--- config.mk ---
export PLATFORM = sky130hd
export DESIGN_NAME = control_sequencer
export DESIGN_NICKNAME = d
export VERILOG_FILES = /design/src/rtl/control_sequencer.sv
export SDC_FILE = /design/constraint.sdc
export NUM_CORES = 1
export LEC_CHECK = 0
export CORE_MARGIN = 2
export CORE_UTILIZATION = 35
export DETAILED_ROUTE_END_ITERATION = 12
export DONT_BUFFER_PORTS = 1
export PLACE_DENSITY = 0.53
export SLEW_MARGIN = 20
export SYNTH_ARGS = -nofsm -noshare
export SYNTH_HDL_FRONTEND = slang
export SYNTH_SLANG_ARGS = --single-unit
--- constraint.sdc ---
create_clock -name Clock -period 5.4 [get_ports Clock]
set_input_delay 0.54 -clock Clock [delete_from_list [all_inputs] [get_ports Clock]]
set_output_delay 0.54 -clock Clock [all_outputs]
set_load 0.02 [all_outputs]
--- src/rtl/control_sequencer.sv ---
// Hardwired control sequencer for the load/store datapath: fetch in T0-T2,
// then an opcode-dependent execute phase, with a HALT trap and async clear.
module control_sequencer (
  input  logic        Clock,
  input  logic        clear,
  input  logic [31:0] IR,
  input  logic        Stop,
  output logic        PCout,
  output logic        Zlowout,
  output logic        MDRout,
  output logic        Rout,
  output logic        BAout,
  output logic        Cout,
  output logic        MARin,
  output logic        Zin,
  output logic        PCin,
  output logic        MDRin,
  output logic        IRin,
  output logic        Yin,
  output logic        Rin,
  output logic        GRA,
  output logic        GRB,
  output logic        GRC,
  output logic        IncPC,
  output logic        Read,
  output logic        Write,
  output logic [4:0]  opcode,
  output logic        Run,
  output logic [3:0]  step
);

  localparam logic [3:0] S_T0    = 4'h0;
  localparam logic [3:0] S_T1    = 4'h1;
  localparam logic [3:0] S_T2    = 4'h2;
  localparam logic [3:0] S_T3    = 4'h3;
  localparam logic [3:0] S_T4    = 4'h4;
  localparam logic [3:0] S_T5    = 4'h5;
  localparam logic [3:0] S_T6    = 4'h6;
  localparam logic [3:0] S_T7    = 4'h7;
  localparam logic [3:0] S_HALT  = 4'hE;
  localparam logic [3:0] S_RESET = 4'hF;

  localparam logic [4:0] OP_LD   = 5'b00000;
  localparam logic [4:0] OP_LDI  = 5'b00001;
  localparam logic [4:0] OP_ST   = 5'b00010;
  localparam logic [4:0] OP_ADD  = 5'b00011;
  localparam logic [4:0] OP_SUB  = 5'b00100;
  localparam logic [4:0] OP_AND  = 5'b01001;
  localparam logic [4:0] OP_OR   = 5'b01010;
  localparam logic [4:0] OP_ADDI = 5'b01011;
  localparam logic [4:0] OP_JR   = 5'b10011;
  localparam logic [4:0] OP_HALT = 5'b11010;

  logic [4:0] op;
  logic       is_ld, is_ldi, is_st, is_alu, is_addi, is_jr, is_halt;
  logic       last_step;
  logic [3:0] next_step;
  logic       unused_ir;

  // Register fields are routed by the datapath itself; only the opcode matters here.
  assign unused_ir = ^IR[26:0];
  assign op        = IR[31:27];

  assign is_ld   = (op == OP_LD);
  assign is_ldi  = (op == OP_LDI);
  assign is_st   = (op == OP_ST);
  assign is_alu  = (op == OP_ADD) || (op == OP_SUB) || (op == OP_AND) || (op == OP_OR);
  assign is_addi = (op == OP_ADDI);
  assign is_jr   = (op == OP_JR);
  assign is_halt = (op == OP_HALT);

  // Anything not recognised (including nop) finishes in T3 alongside jr and halt.
  always_comb begin
    last_step = 1'b0;
    case (step)
      S_T3:    last_step = !(is_ld || is_ldi || is_st || is_alu || is_addi);
      S_T5:    last_step = is_ldi || is_alu || is_addi;
      S_T7:    last_step = 1'b1;
      default: last_step = 1'b0;
    endcase
  end

  always_comb begin
    next_step = S_T0;
    case (step)
      S_RESET: next_step = S_T0;
      S_HALT:  next_step = S_HALT;
      S_T0, S_T1, S_T2, S_T3, S_T4, S_T5, S_T6, S_T7: begin
        if (last_step)
          next_step = (is_halt || Stop) ? S_HALT : S_T0;
        else
          next_step = step + 4'h1;
      end
      default: next_step = S_T0;
    endcase
  end

  always_ff @(posedge Clock or posedge clear) begin
    if (clear) step <= S_RESET;
    else       step <= next_step;
  end

  assign Run = (step != S_RESET) && (step != S_HALT);

  always_comb begin
    PCout = 1'b0; Zlowout = 1'b0; MDRout = 1'b0; Rout = 1'b0; BAout = 1'b0; Cout = 1'b0;
    MARin = 1'b0; Zin = 1'b0; PCin = 1'b0; MDRin = 1'b0; IRin = 1'b0; Yin = 1'b0; Rin = 1'b0;
    GRA = 1'b0; GRB = 1'b0; GRC = 1'b0; IncPC = 1'b0; Read = 1'b0; Write = 1'b0;
    opcode = 5'b00000;
    case (step)
      S_T0: begin PCout = 1'b1; MARin = 1'b1; IncPC = 1'b1; Zin = 1'b1; end
      S_T1: begin Zlowout = 1'b1; PCin = 1'b1; Read = 1'b1; MDRin = 1'b1; end
      S_T2: begin MDRout = 1'b1; IRin = 1'b1; end
      S_T3: begin
        if (is_ld || is_ldi || is_st) begin
          GRB = 1'b1; BAout = 1'b1; Yin = 1'b1;
        end else if (is_alu || is_addi) begin
          GRB = 1'b1; Rout = 1'b1; Yin = 1'b1;
        end else if (is_jr) begin
          GRA = 1'b1; Rout = 1'b1; PCin = 1'b1;
        end
      end
      S_T4: begin
        // Address and immediate arithmetic both reuse the ALU add.
        if (is_ld || is_ldi || is_st || is_addi) begin
          Cout = 1'b1; Zin = 1'b1; opcode = OP_ADD;
        end else if (is_alu) begin
          GRC = 1'b1; Rout = 1'b1; Zin = 1'b1; opcode = op;
        end
      end
      S_T5: begin
        if (is_ld || is_st) begin
          Zlowout = 1'b1; MARin = 1'b1;
        end else if (is_ldi || is_alu || is_addi) begin
          Zlowout = 1'b1; GRA = 1'b1; Rin = 1'b1;
        end
      end
      S_T6: begin
        if (is_ld) begin
          Read = 1'b1; MDRin = 1'b1;
        end else if (is_st) begin
          GRA = 1'b1; Rout = 1'b1; MDRin = 1'b1;
        end
      end
      S_T7: begin
        if (is_ld) begin
          MDRout = 1'b1; GRA = 1'b1; Rin = 1'b1;
        end else if (is_st) begin
          Write = 1'b1;
        end
      end
      default: ;
    endcase
  end

endmodule
==> run_results.csv <==
group,metric,value,unit
synthesis,synth.yosys.seq_area_share,14.81,%
critical_path,cp_max_fo,11,
synthesis,synth_top_cell_by_area,"dfstp_2",
synthesis,synth_edf_count,0,
layout,reg.largest.list,"step x4",
route,route.met2.wl,871,um
floorplanning,row_count,16,
synthesis,synthCells,95,
synthesis,netlist-cell-type-count,42,
timing,relSlewSlack,52.00,%
clock_tree,h-tree-depth,1,
clock_tree,cts_setup_buffers,0,
pwr,ir_drop,252.1,uV
layout,area_growth_syn_to_layout,-0.1763,%
place,io_buffers,0,
route,antenna_left,0,
floorplanning,core_area,1942,um2
floorplanning,die_w,49.02,um
clock_tree,cts_num_sinks,4,
global_routing,gr-total-overflow,0,
layout,stdcell_count,116,
timing,slew_violations,0,
layout,largest_register,"step",
route,met3_length,86,um
clock_tree,clkSlewWorstSetupHoldPaths,0.03,ns
global_routing,grt_max_degree,14,
layout,stdcell_area,708.2,um2
synthesis,synthArstFlopShare,100.0,%
floorplanning,fp.dieH,49.02,um
clock_tree,cts_hold_buf,0,
synthesis,synth-seq-cells,4,
route,wl_per_cell,14.61,um
timing,fin_skew,0.001549,ns
synthesis,synthesis.area,709.4,um2
floorplanning,start_util,36.53,%
route,drc,0,
pwr,power.leakage,0.2779,nW
synthesis,synth_flop_cell,"dfstp_2",
place,dp_cells,113,
critical_path,cp_data_required_time,4.86,ns
critical_path,cp-start-kind,"flop",
min_path,hold_path.class,"input pin to asynchronous set/reset pin",
place,place.gp.congestion,0.7597,
clock_tree,cts_tree,"built",
layout,n_antenna_cell,0,
timing,period_minus_slack,2.544,ns
global_routing,grtUsageTotal,15.19,%
pwr,power_density,511.5,nW/um2
layout,largest_register_ffs,4,
timing,post-route-period-util,47.12,%
route,drtPass1Iterations,4,
route,wl_met1,736,um
timing,whs,0.2801,ns
clock_tree,worstSkewPairLatency,0.23,ns
flow_run,maxCapViolCount,0,
place,placed_cell_area,685.7,um2
synthesis,synthTopCellsByArea,"dfstp_2 (15%), ha_1 (7.1%), and2_1 (6.2%)",
floorplanning,io-pin-count,64,
timing,rsz0062_at_grt,"no",
timing,setup_tns,0,ns
synthesis,yosys_warnings,0,
route,highest_layer,"met3",
global_routing,grt_pass1_vias,646,
layout,layout.nets,130,
clock_tree,clock_path_buffers,2,
global_routing,grt_pass1_wl,2960,um
critical_path,critPathCaptureType,"output port",
place,hpwl,1352,um
layout,final_layout_size_suffix_gt1_share,16.85,%
clock_tree,post_cts_resized,0,
route,via_count,649,
synthesis,avgSynthCellArea,7.468,um2
route,routed_wl,1695,um
global_routing,antenna_found_initial,0,
timing,max_freq,393.0,MHz
route,via_per_inst,5.595,
floorplanning,die_area,2403,um2
route,dr.first_iter.drc_count,8,
synthesis,synthesis.nets,134,
status,status,"complete, no violations",
timing,finalSetupViolCount,0,
synthesis,synth_top_area_share,14.81,%
clock_tree,cts_root_buffer,"clkbuf_4",
timing,hold_violations,0,
critical_path,crit_arrival,2.00,ns
critical_path,crit_type,"flop to output port",
pwr,power,0.0003622,W
clock_tree,cts_made_buffers,3,
timing,worst_pin_slew,0.7174,ns
-- path summary, 6_finish.rpt --
check | startpoint | end | slack, ns | depth (start not counted)
worst max-delay path | step[2] | Rin | 2.86 | 3
worst min register to register | step[3] | step[2] | 0.62 | 2
worst min-delay path | clear | step[1] | 0.28 | 1
worst max register to register | step[0] | step[3] | 3.40 | 5
max in group asynchronous | clear | step[2] | 5.10 | 1
min in group Clock | step[3] | step[2] | 0.62 | 2
-- Yosys cell counts, types with 2 or more instances --
master	instances
nor2_1	9
and2_1	7
inv_1	7
a21oi_1	6
nand2_1	6
buf_4	4
dfstp_2	4
ha_1	4
nor3_1	4
o21a_1	3
o21ai_0	3
a21o_1	2
clkbuf_1	2
nand2b_1	2
nand3_1	2
o211ai_1	2
o21ai_1	2
xnor2_1	2
-- power by group --
part	leakage [nW]	total, W	internal (W)	switching [W]
Clock	0.0138	0.0000350	0.0000247	0.0000103
Sequential	0.0417	0.0000923	0.0000528	0.0000395
Combinational	0.222	0.000235	0.0000720	0.000163
Total	0.278	0.000362	0.000150	0.000213
-- layout make-up --
class | count | area, um2
Multi-Input combinational cell | 75 | 520.5
Tap cell | 27 | 33.78
Fill cell | 217 | 1234
Clock buffer | 3 | 22.52
Inverter | 7 | 26.28
Sequential cell | 4 | 105.1
-- cells by family after synthesis --
kind of cell	count (synthesis)	synth area share, %
buf+inv	16	11.82
xor+xnor	2	2.470
compound gates	30	32.63
mux	1	1.587
flops	4	14.81
simple gates	37	29.10
other cells	1	0.5286
fa+ha+maj	4	7.055
-- through the flow --
stage / worst slack, ns / utilization, %
floorplan: 3.012 / -
global placement: 3.020 / 35.31
detailed placement: 3.023 / 35.31
CTS: 2.837 / 36.47
global route: 2.729 / 36.47
finish: 2.856 / 36.47
-- routing by layer --
layer,up-vias,global-route usage (%)
met3,0,1.840
met2,16,28.08
met5,-,0
met4,0,5.714
li1,326,-
met1,307,17.70
-- worst max-delay path, cell delays in order (launching register included) --
cell	delay [ns]
dfstp_2	0.70
nor3b_2	0.36
nand2_1	0.16
o21ai_0	0.56
-- cells in the final DEF (no fill, tap or decap), types with 2 or more instances in the layout --
cell      count
nand2b_1      2
nand2_1       6
nor2_1        9
clkbuf_4      3
and2_1        7
nand3_1       2
o21ai_1       2
dfstp_2       4
o21a_1        3
nor3_1        4
ha_1          4
xnor2_1       2
a21oi_1       6
o21ai_0       3
o211ai_1      2
inv_1         7
a21o_1        2
Power figures use the tool's default switching activity.
